==> src/rtl/ex_mem_pkg.sv <==
// ex_mem_pkg: shared types for the EX/MEM stage (access sizes, squash states, ALU opcodes, stage control bundle)
package ex_mem_pkg;
  localparam int DATA_W_DEF = 32;
  typedef enum logic [1:0] {
    SZ_WORD = 2'b00,
    SZ_HALF = 2'b01,
    SZ_BYTE = 2'b10
  } mem_size_e;
  typedef enum logic {
    RUN    = 1'b0,
    SQUASH = 1'b1
  } state_e;
  localparam logic [3:0] ALU_AND = 4'b0000;
  localparam logic [3:0] ALU_OR  = 4'b0001;
  localparam logic [3:0] ALU_ADD = 4'b0010;
  localparam logic [3:0] ALU_SUB = 4'b0110;
  localparam logic [3:0] ALU_SLT = 4'b0111;
  localparam logic [3:0] ALU_NOR = 4'b1100;
  typedef struct packed {
    logic       valid;
    logic       reg_write;
    logic       mem_read;
    logic       mem_write;
    logic       mem_to_reg;
    logic       addr_err;
    logic [1:0] mem_size;
    logic [4:0] dest;
  } ctl_t;
endpackage

==> src/rtl/ex_mem_stage_align.sv <==
// mem_align_check: flags a word access off a 4-byte boundary or a half access off a 2-byte boundary
module mem_align_check
  import ex_mem_pkg::*;
(
  input  logic [1:0] addr_i,
  input  logic [1:0] mem_size_i,
  output logic       misaligned_o
);
  assign misaligned_o = (mem_size_i == SZ_WORD) ? |addr_i : (mem_size_i == SZ_HALF) ? addr_i[0] : 1'b0;
endmodule

==> src/rtl/ex_mem_stage.sv <==
// ex_mem_stage: EX/MEM register with taken-branch redirect, wrong-path squash and load/store alignment check
module ex_mem_stage
  import ex_mem_pkg::*;
#(
  parameter int SQUASH_DEPTH = 2,
  parameter int DATA_W       = DATA_W_DEF
) (
  input  logic              Clk,
  input  logic              Rst_n,
  input  logic              Stall,
  input  logic              Flush,
  input  logic              in_Valid,
  input  logic [DATA_W-1:0] in_ALUResult,
  input  logic              in_Zero,
  input  logic [DATA_W-1:0] in_WriteData,
  input  logic [4:0]        in_DestReg,
  input  logic              in_RegWrite,
  input  logic              in_MemRead,
  input  logic              in_MemWrite,
  input  logic              in_MemToReg,
  input  logic [1:0]        in_MemSize,
  input  logic              in_Branch,
  input  logic              in_Jump,
  input  logic [DATA_W-1:0] in_Target,
  output logic              out_Valid,
  output logic [DATA_W-1:0] out_ALUResult,
  output logic [DATA_W-1:0] out_WriteData,
  output logic [4:0]        out_DestReg,
  output logic              out_RegWrite,
  output logic              out_MemRead,
  output logic              out_MemWrite,
  output logic              out_MemToReg,
  output logic [1:0]        out_MemSize,
  output logic              out_AddrErr,
  output logic              Redirect,
  output logic [DATA_W-1:0] RedirectPC
);
  localparam int CW = SQUASH_DEPTH > 0 ? $clog2(SQUASH_DEPTH + 1) : 1;
  state_e            state_q, state_d;
  logic [CW-1:0]     cnt_q, cnt_d;
  ctl_t              ctl_q, ctl_d;
  logic [DATA_W-1:0] alu_q, alu_d, wd_q, wd_d, pc_q, pc_d;
  logic              redirect_q, redirect_d;
  logic              squashing, cap, taken, misaligned, err;
  mem_align_check u_align (
    .addr_i       (in_ALUResult[1:0]),
    .mem_size_i   (in_MemSize),
    .misaligned_o (misaligned)
  );
  assign squashing = state_q == SQUASH;
  assign cap       = in_Valid & ~squashing;
  assign taken     = cap & (in_Jump | (in_Branch & in_Zero));
  assign err       = cap & (in_MemRead | in_MemWrite) & misaligned;
  always_comb begin
    state_d    = state_q;
    cnt_d      = cnt_q;
    ctl_d      = ctl_q;
    alu_d      = alu_q;
    wd_d       = wd_q;
    pc_d       = pc_q;
    redirect_d = 1'b0;
    if (Flush) begin
      state_d         = RUN;
      cnt_d           = '0;
      ctl_d.valid     = 1'b0;
      ctl_d.reg_write = 1'b0;
      ctl_d.mem_read  = 1'b0;
      ctl_d.mem_write = 1'b0;
      ctl_d.addr_err  = 1'b0;
    end else if (!Stall) begin
      alu_d            = in_ALUResult;
      wd_d             = in_WriteData;
      ctl_d.valid      = cap;
      ctl_d.reg_write  = cap & in_RegWrite & ~err;
      ctl_d.mem_read   = cap & in_MemRead & ~err;
      ctl_d.mem_write  = cap & in_MemWrite & ~err;
      ctl_d.mem_to_reg = in_MemToReg;
      ctl_d.addr_err   = err;
      ctl_d.mem_size   = in_MemSize;
      ctl_d.dest       = in_DestReg;
      if (taken) begin
        state_d    = (SQUASH_DEPTH > 0) ? SQUASH : RUN;
        cnt_d      = CW'(SQUASH_DEPTH);
        redirect_d = 1'b1;
        pc_d       = in_Target;
      end else if (squashing && in_Valid) begin
        cnt_d   = cnt_q - CW'(1);
        state_d = (cnt_q == CW'(1)) ? RUN : SQUASH;
      end
    end
  end
  always_ff @(posedge Clk or negedge Rst_n) begin
    if (!Rst_n) begin
      state_q    <= RUN;
      cnt_q      <= '0;
      ctl_q      <= '0;
      alu_q      <= '0;
      wd_q       <= '0;
      pc_q       <= '0;
      redirect_q <= 1'b0;
    end else begin
      state_q    <= state_d;
      cnt_q      <= cnt_d;
      ctl_q      <= ctl_d;
      alu_q      <= alu_d;
      wd_q       <= wd_d;
      pc_q       <= pc_d;
      redirect_q <= redirect_d;
    end
  end
  assign out_Valid     = ctl_q.valid;
  assign out_ALUResult = alu_q;
  assign out_WriteData = wd_q;
  assign out_DestReg   = ctl_q.dest;
  assign out_RegWrite  = ctl_q.reg_write;
  assign out_MemRead   = ctl_q.mem_read;
  assign out_MemWrite  = ctl_q.mem_write;
  assign out_MemToReg  = ctl_q.mem_to_reg;
  assign out_MemSize   = ctl_q.mem_size;
  assign out_AddrErr   = ctl_q.addr_err;
  assign Redirect      = redirect_q;
  assign RedirectPC    = pc_q;
endmodule

==> config.mk <==
export PLATFORM = sky130hd
export DESIGN_NAME = ex_mem_stage
export DESIGN_NICKNAME = d
export VERILOG_FILES = /design/src/rtl/ex_mem_pkg.sv /design/src/rtl/ex_mem_stage_align.sv /design/src/rtl/ex_mem_stage.sv
export SDC_FILE = /design/constraint.sdc
export NUM_CORES = 1
export LEC_CHECK = 0
export ABC_AREA = 1
export CELL_PAD_IN_SITES_DETAIL_PLACEMENT = 1
export CELL_PAD_IN_SITES_GLOBAL_PLACEMENT = 1
export CORE_MARGIN = 2
export CORE_UTILIZATION = 28
export DETAILED_ROUTE_END_ITERATION = 8
export PLACE_DENSITY_LB_ADDON = 0.1
export SYNTH_ARGS = -nofsm -noshare
export SYNTH_HDL_FRONTEND = slang
export SYNTH_SLANG_ARGS = --single-unit
==> constraint.sdc <==
create_clock -name Clk -period 1.6 [get_ports Clk]
set_clock_uncertainty 0.05 [all_clocks]
set_input_delay 0.16 -clock Clk [delete_from_list [all_inputs] [get_ports Clk]]
set_output_delay 0.16 -clock Clk [all_outputs]
set_load 0.05 [all_outputs]
==> out/results.txt, run 1 <==
Mapped Area: 4350 µm²
Row cnt: 45
Syn. warnings: 0
Hold crit path type: in2async
Final hold slack: 0.162 ns
Top Metal Used: met4
Fin crit share: 0.795
Final Hold Viols: 0
Commonest non-fill, non-tap cell in the layout: nand2_1
Drt drc: 0
Setup crit end: RedirectPC[6]
DIE AREA: 16500 µm²
Synth Register Bits: 113
R2R cell count: 8
Max frequency: 0.786 GHz
Routed Antenna Nets: 0
Pwr per Cell Area: 1480 nW/µm²
Fin crit period: 1.27 ns
Share of layout cells above drive strength 1: 0.216
Reg2reg start: squashing
Setup slack, reg-to-reg: 0.33 ns
Met3 WL post-DR: 1020 µm
Cell Chain, Critical Path: inv_1 > nand2_1 > nor2_2 > nand2_2 > inv_2 > buf_4 > nand2_1 > nand2_1
Leak: 3.86 nW
Most frequent CP cell: nand2_1
Area occupied by registers: 2830 µm²
Crit Path Class: reg2reg
Detailed Route Iter0 Violations: 151
Clock Latency Late Sink: 0.41 ns
Final nets: 860
Crit-path leading delay family: simple AND/OR/NAND/NOR gates
Critical path depth in cells: 8
Core box area: 15200 µm²
Total Wirelength: 14100 µm
Diode count: 0
Clk sinks: 113
Crit start category: flip-flop
Post-Syn Area per Cell: 8.68 µm²
Setup TNS: 0 ns
Num CTS Buffers: 17
Post-DP Area: 6680 µm²
Final setup vio count: 0
Area delta synth->final: 67.0%
Crit-path max cell delay: 0.41 ns
Met2 WL: 6560 µm
Power, Total: 10.8 mW
CP max-delay cell: dfrtp_1
Register area share after synthesis: 0.651
Metal1 wirelength: 6100 µm
Design area: 7260 µm²
IO buf count: 224
Max clock buf depth: 2
Die width: 129 µm
GRT overflow: 0
CTS tree: yes
Multi-input combinational cell area: 1370 µm²
WP data required: 1.90 ns
Peak VDD IR: 0.762 mV
Routability Congestion: 0.761
GRT Total Usage: 0.177
IO Pins: 225
Initial antenna violation count: 0
Slew Limit Fails: 0
Hold_buf cts: 1
CTS resizes: 0
Avg Vias per Cell: 4.39
CTS Root Cell: clkbuf_16
Drt wl/cell: 14.9 µm
Clock slew seen by the registers of the worst setup and hold paths: 0.05 ns
Largest net degree at the start of global routing: 47
Vias in the first global route: 4437
DP Wirelength: 10300 µm
CP Max Fanout: 9
Synth unique cells: 17
Commonest cells after routing, fill and taps aside: nand2_1, buf_4, dfrtp_1, clkdlybuf4s50_1, clkbuf_16
Initial Util: 0.286
Number of H-tree levels: 4
CP Capture Type: flip-flop
WP data arrival: 1.57 ns
Drt pass-1 iters: 4
Fillers: 1743
Reg2reg end: RedirectPC[6]
CP startpoint: squashing
Via count: 4139
Mapped Nets: 617
Buffers and inverters on the worst path: 3
Setup bufs post-CTS: 0
Measured slew at the worst slew-check pin: 0.404 ns
Slew HR: 0.730
First-pass GRT wire length: 22600 µm
Status: finished clean
RSZ-0062 raised after global routing: false
Mapped Cells: 501
Number of max-cap violations: 0
Die height: 129 µm
==> per-stage QoR <==
| stage | util | setup slack (ns) | instances |
|---|---|---|---|
| 3_3_place_gp | 0.439 | 0.0659 | 912 |
| 6_report | 0.477 | 0.328 | 943 |
| 2_1_floorplan | - | 0.393 | 501 |
| 4_1_cts | 0.477 | 0.308 | 943 |
| 3_5_place_dp | 0.439 | 0.0289 | 912 |
| 5_1_grt | 0.477 | 0.177 | 943 |
==> layout make-up <==
cell class,count,area share
clock buffers,24,0.0678
clock inverters,6,0.0110
inverters,13,0.00672
multi-input cells,354,0.189
flip-flops and latches,113,0.390
well taps,188,0.0324
repair buffers,245,0.303
==> registers in the layout, indices dropped and copies added, names as in the netlist <==
name and flops:
out_MemWrite 1, out_MemSize 2, out_RegWrite 1, cnt_q 2, out_MemToReg 1, out_ALUResult 32
out_DestReg 5, out_AddrErr 1, out_Valid 1, RedirectPC 32, out_MemRead 1, Redirect 1
out_WriteData 32, squashing 1
==> routing by layer <==
metal | vias to the layer above | global-route usage
li1 | 1992 | -
met1 | 1967 | 0.214
met3 | 30 | 0.0690
met2 | 150 | 0.284
met4 | 0 | 0.0735
met5 | - | 0
==> worst min-delay path by stage <==
stage,startpoint,cells past startpoint,endpoint
4_1_cts,Rst_n,2,out_ALUResult[2]
2_1_floorplan,Rst_n,0,Redirect
5_1_grt,Rst_n,2,out_ALUResult[5]
3_3_place_gp,Rst_n,1,out_ALUResult[5]
3_5_place_dp,Rst_n,1,out_ALUResult[2]
6_report,Rst_n,2,out_ALUResult[2]
==> cell usage after synthesis, drive strengths merged <==
| master | instances | share of area |
|---|---|---|
| o211ai | 1 | 0.0017 |
| nand2 | 329 | 0.28 |
| ha | 1 | 0.0029 |
| clkbuf | 9 | 0.0078 |
| o21ai | 8 | 0.0092 |
| inv | 13 | 0.011 |
| a21oi | 1 | 0.0012 |
| nand3 | 7 | 0.0081 |
| nor2 | 7 | 0.0083 |
| dfrtp | 113 | 0.65 |
| buf | 12 | 0.014 |
==> cell families (layout without fill, tap and decap cells) <==
kind of cell / count (synthesis) / after routing / share of synthesized area
flip-flops: 113 / 113 / 0.651
adder cells (fa/ha/maj): 1 / 1 / 0.00288
buffers and inverters: 34 / 288 / 0.0334
AND/OR/NAND/NOR: 343 / 343 / 0.301
AO/OA/AOI/OAI: 10 / 10 / 0.0121
==> power breakdown <==
group	internal, mW	total [mW]	switching (mW)
clock	2.42	3.66	1.24
combinational	1.11	3.47	2.37
sequential	3.34	3.63	0.290
total	6.87	10.8	3.89
(Power assumes the default switching activity.)
==> run 2, diff against run 1 <==
Settings changed: CORE_UTILIZATION 28 to 25.
Clock period 1.6 ns to 1.1 ns, I/O delays scaled along.
==> run 2 against run 1 <==
The flow now finishes with violations (setup timing). Total power rose by 75%. Register-to-register slack got worse by 0.44 ns. Worst hold slack improved by 0.017 ns. Largest power group is now combinational logic. Highest routed layer unchanged. Largest cell class is now buffers. Maximum frequency rose by 5.3%. Combinational power rose by 110%. Worst setup slack got worse by 0.44 ns.
==> out/results.txt, run 2 (synthesis results as in run 1) <==
Clk sinks: 113 (unchanged)
Routability Congestion: 0.750 (-1.4%)
Largest net degree at the start of global routing: 44 (-6.4%)
Crit Path Class: reg2reg
Measured slew at the worst slew-check pin: 0.440 ns (+0.0358 ns)
Status: finished with violations
CP Capture Type: flip-flop
Num CTS Buffers: 17 (unchanged)
GRT Total Usage: 0.177 (-0.000546)
WP data arrival: 1.46 ns (-0.11 ns)
Share of layout cells above drive strength 1: 0.279 (+0.0631)
Number of max-cap violations: 0 (unchanged)
CTS tree: yes
Final setup vio count: 147 (+147)
Drt drc: 0 (unchanged)
Crit start category: flip-flop
Core box area: 17200 µm² (+13%)
Leak: 4.62 nW (+20%)
Final nets: 914 (+6.3%)
Avg Vias per Cell: 4.22 (-3.8%)
DP Wirelength: 11500 µm (+11%)
Max frequency: 0.828 GHz (+5.3%)
Total Wirelength: 16000 µm (+14%)
GRT overflow: 0 (unchanged)
Initial antenna violation count: 0 (unchanged)
Hold crit path type: in2reg
Design area: 9250 µm² (+27%)
Clock Latency Late Sink: 0.41 ns (about the same)
Area occupied by registers: 2830 µm² (unchanged)
Fillers: 1854 (+6.4%)
Multi-input combinational cell area: 1410 µm² (+2.5%)
Max clock buf depth: 2 (unchanged)
Fin crit period: 1.21 ns (-0.0642 ns)
Pwr per Cell Area: 2040 nW/µm² (+37%)
First-pass GRT wire length: 24800 µm (+9.7%)
CP Max Fanout: 32 (+23)
Die width: 136 µm (+5.6%)
Commonest non-fill, non-tap cell in the layout: nand2_1
Final core utilization: 0.539 (+0.0612)
Die height: 136 µm (+5.6%)
Diode count: 0 (unchanged)
Routed Antenna Nets: 0 (unchanged)
Setup TNS: -7.94 ns (-7.94 ns)
CTS Root Cell: clkbuf_16
RSZ-0062 raised after global routing: true
Post-DP Area: 8150 µm² (+22%)
Drt pass-1 iters: 4 (unchanged)
DIE AREA: 18500 µm² (+12%)
Worst Setup Slack, final: -0.108 ns (-0.436 ns)
Commonest cells after routing, fill and taps aside: nand2_1, buf_12, dfrtp_1, clkdlybuf4s50_1, buf_4
Drt wl/cell: 15.5 µm (+3.9%)
Initial Util: 0.253 (-0.0329)
Row cnt: 48 (+6.7%)
WP data required: 1.35 ns (-0.55 ns)
Vias in the first global route: 4781 (+7.8%)
Final hold slack: 0.179 ns (+0.0168 ns)
Slew Limit Fails: 0 (unchanged)
Number of H-tree levels: 4 (unchanged)
Failing checks: setup timing
Area delta synth->final: 113%
Slew HR: 0.707 (-0.0239)
Via count: 4369 (+5.6%)
IO Pins: 225 (unchanged)
Detailed Route Iter0 Violations: 93 (-38%)
Clock slew seen by the registers of the worst setup and hold paths: 0.06 ns (about the same)
IO buf count: 224 (unchanged)
Peak VDD IR: 1.15 mV (+51%)
Fin crit share: 1.10 (+0.303)
Final Hold Viols: 0 (unchanged)
[run 2: cell types whose count changed in the layout (fill, tap and decap cells not counted), moves of 3 or more]
cell and change:
buf_12 +111, buf_4 -61, o21ai_0 -5, o21ai_1 +4, nand2_1 -3
[run 2: routing by layer]
layer | wire length, µm | part of all wire | track usage
met4 | 212 | 0.013 | 0.0637
met1 | 6160 | 0.38 | 0.195
met3 | 1610 | 0.10 | 0.0850
met5 | 0 | 0 | 0
met2 | 8050 | 0.50 | 0.297
[run 2: power by group]
group / switching [mW] / internal (mW)
Sequential: 0.766 / 4.86
Clock: 1.92 / 4.01
Combinational: 3.63 / 3.66
Total: 6.32 / 12.5
[run 2: final timing paths]
kind,startpoint,endpoint,slack [ns],cells past startpoint
setup / recovery,squashing,RedirectPC[25],-0.11,7
hold / removal,in_ALUResult[17],out_ALUResult[17],0.18,3
setup reg to reg,squashing,RedirectPC[25],-0.11,7
hold reg to reg,cnt_q[1],cnt_q[1],0.46,2
max in group asynchronous,Rst_n,out_WriteData[17],0.41,3
min in group asynchronous,Rst_n,out_ALUResult[9],0.22,3
[run 2: timing repair]
action / CTS / global route
pin swaps: 2 / 1
endpoints found under the setup margin: 149 / 171
cloned: 1 / 1
resized for setup: 12 / 6
hold buffers: 1 / 0
endpoints found under the hold margin: 113 / 0
setup buffers: 20 / 28
[run 2: final cells by class]
type,instances,share of cell area
clock buffers,22,0.0523
multi-input cells,354,0.152
flip-flops and latches,113,0.306
clock inverters,9,0.0166
repair buffers,299,0.437
well taps,225,0.0304
inverters,13,0.00609
[run 2: critical path, cell delays in order (launching register included)]
cell and delay (ns):
dfrtp_1 0.37, inv_1 0.07, nand2_2 0.07, nor2_4 0.12, nand2_4 0.09, buf_12 0.19
nand2_1 0.08, nand2_1 0.06
[run 2: metrics by stage]
stage | instances | setup slack (ns) | total power, mW
2_1_floorplan | 501 | -0.0655 | 8.39
3_3_place_gp | 953 | -0.407 | 12.4
3_5_place_dp | 953 | -0.466 | 12.6
4_1_cts | 1006 | -0.118 | 18.8
5_1_grt | 1035 | -0.192 | 19.7
6_report | 1035 | -0.108 | 18.8
==> run 3, diff against run 2 <==
Settings changed: RECOVER_POWER set to 50.
==> run 3 against run 2 <==
The flow still finishes with violations (setup timing). Routed wire length about the same. Sequential share of layout area about the same. Utilization decreased by 0.051 points. Worst hold slack about the same. Final cell count unchanged. Die area unchanged. Via count about the same. Non-clock buffer count unchanged. Combinational power about the same. First-iteration DRC count decreased by 2.2%. Critical endpoint unchanged. Largest cell class unchanged.
==> out/results.txt, run 3 (synthesis results as in run 1) <==
Status: finished with violations
Failing checks: setup timing
Detailed Route Iter0 Violations: 91 (-2.2%)
First-pass GRT wire length: 24800 µm (unchanged)
Worst Setup Slack, final: -0.108 ns (-0.000432 ns)
Drt wl/cell: 15.5 µm (about the same)
Largest net degree at the start of global routing: 44 (unchanged)
IO Pins: 225 (unchanged)
Fillers: 1856 (+0.11%)
IO buf count: 224 (unchanged)
Final Hold Viols: 0 (unchanged)
Drt pass-1 iters: 4 (unchanged)
Initial antenna violation count: 0 (unchanged)
GRT overflow: 0 (unchanged)
Hold crit path type: in2reg
Pwr per Cell Area: 2040 nW/µm² (about the same)
Diode count: 0 (unchanged)
Leak: 4.61 nW (-0.12%)
Drt drc: 0 (unchanged)
Final nets: 914 (unchanged)
Core box area: 17200 µm² (unchanged)
Commonest cells after routing, fill and taps aside: nand2_1, buf_12, dfrtp_1, clkdlybuf4s50_1, buf_4
Die width: 136 µm (unchanged)
CTS tree: yes
Clock slew seen by the registers of the worst setup and hold paths: 0.06 ns (about the same)
Clock Latency Late Sink: 0.41 ns (about the same)
Final setup vio count: 147 (unchanged)
Slew HR: 0.575 (-0.132)
GRT Total Usage: 0.177 (unchanged)
DP Wirelength: 11500 µm (unchanged)
Vias in the first global route: 4781 (unchanged)
Num CTS Buffers: 17 (unchanged)
Max frequency: 0.828 GHz (about the same)
Share of layout cells above drive strength 1: 0.278 (-0.00123)
Routability Congestion: 0.750 (unchanged)
RSZ-0062 raised after global routing: true
WP data required: 1.35 ns (about the same)
DIE AREA: 18500 µm² (unchanged)
Via count: 4366 (-0.069%)
Worst hold start: in_ALUResult[17]
Row cnt: 48 (unchanged)
Post-DP Area: 8150 µm² (unchanged)
Slew Limit Fails: 0 (unchanged)
Area delta synth->final: 113% (about the same)
Commonest non-fill, non-tap cell in the layout: nand2_1
Fin crit share: 1.10 (about the same)
Total Wirelength: 16000 µm (about the same)
CP Max Fanout: 32 (unchanged)
CP startpoint: squashing
Max clock buf depth: 2 (unchanged)
Measured slew at the worst slew-check pin: 0.638 ns (+0.197 ns)
CP Capture Type: flip-flop
Number of H-tree levels: 4 (unchanged)
Clk sinks: 113 (unchanged)
WP data arrival: 1.46 ns (about the same)
Avg Vias per Cell: 4.22 (about the same)
Crit Path Class: reg2reg
Routed Antenna Nets: 0 (unchanged)
Initial Util: 0.253 (unchanged)
CTS Root Cell: clkbuf_16
Number of max-cap violations: 0 (unchanged)
Die height: 136 µm (unchanged)
Peak VDD IR: 1.15 mV (about the same)
Fin crit period: 1.21 ns (+0.000432 ns)
Final core utilization: 0.538 (about the same)
Design area: 9240 µm² (about the same)
Reg2reg start: squashing
Crit start category: flip-flop
-- run 3: metal layers --
layer	track usage	share of wire	up-vias
li1	-	-	2103
met1	0.195	0.38	2090
met2	0.297	0.50	155
met3	0.0850	0.10	18
met4	0.0637	0.013	0
met5	0	0	-
-- run 3: worst paths after layout --
kind,end,slack [ns],cells after the start
max,RedirectPC[25],-0.11,7
max reg2reg,RedirectPC[25],-0.11,7
min,out_ALUResult[17],0.18,3
max in group asynchronous,RedirectPC[10],0.16,3
min reg2reg,cnt_q[1],0.46,2
min in group asynchronous,out_MemRead,0.38,3
-- run 3: critical path: stages (launching register included) --
cell,delay [ns]
dfrtp_1,0.37
inv_1,0.07
nand2_2,0.07
nor2_4,0.12
nand2_4,0.09
buf_12,0.19
nand2_1,0.08
nand2_1,0.06
-- run 3: power by group --
part / internal (mW) / switching, mW / total (mW)
clock network: 4.01 / 1.92 / 5.93
registers: 4.86 / 0.766 / 5.63
logic: 3.65 / 3.63 / 7.28
total: 12.5 / 6.31 / 18.8
-- run 3: stage by stage --
step | power, mW | std cells | hold WS [ns] | worst slack [ns] | TNS (ns)
global route | 19.7 | 1035 | 0.176 | -0.192 | -15.28
CTS | 18.8 | 1006 | 0.162 | -0.118 | -10.89
finish | 18.8 | 1035 | 0.179 | -0.108 | -7.95
floorplan | 8.39 | 501 | -0.236 | -0.0655 | -1.76
detailed placement | 12.6 | 953 | 0.0920 | -0.466 | -41.16
global placement | 12.4 | 953 | 0.0827 | -0.407 | -39.11
-- run 3: final cells by class --
cell class | instances | area, µm² | area share
inverter | 13 | 56.3 | 0.00609
tap | 225 | 282 | 0.0305
clock inverter | 9 | 154 | 0.0167
multi-input combinational | 354 | 1410 | 0.152
timing repair buffer | 299 | 4030 | 0.436
clock buffer | 22 | 484 | 0.0524
sequential | 113 | 2830 | 0.306
-- run 3: repair_timing --
item                                   4_1_cts  5_1_grt
setup endpoints to repair                  149      171
endpoints found under the hold margin      113        0
setup buffers                               20       28
hold buffers                                 1        0
cloned                                       1        1
gates resized for setup                     12        6
pin swaps                                    2        1
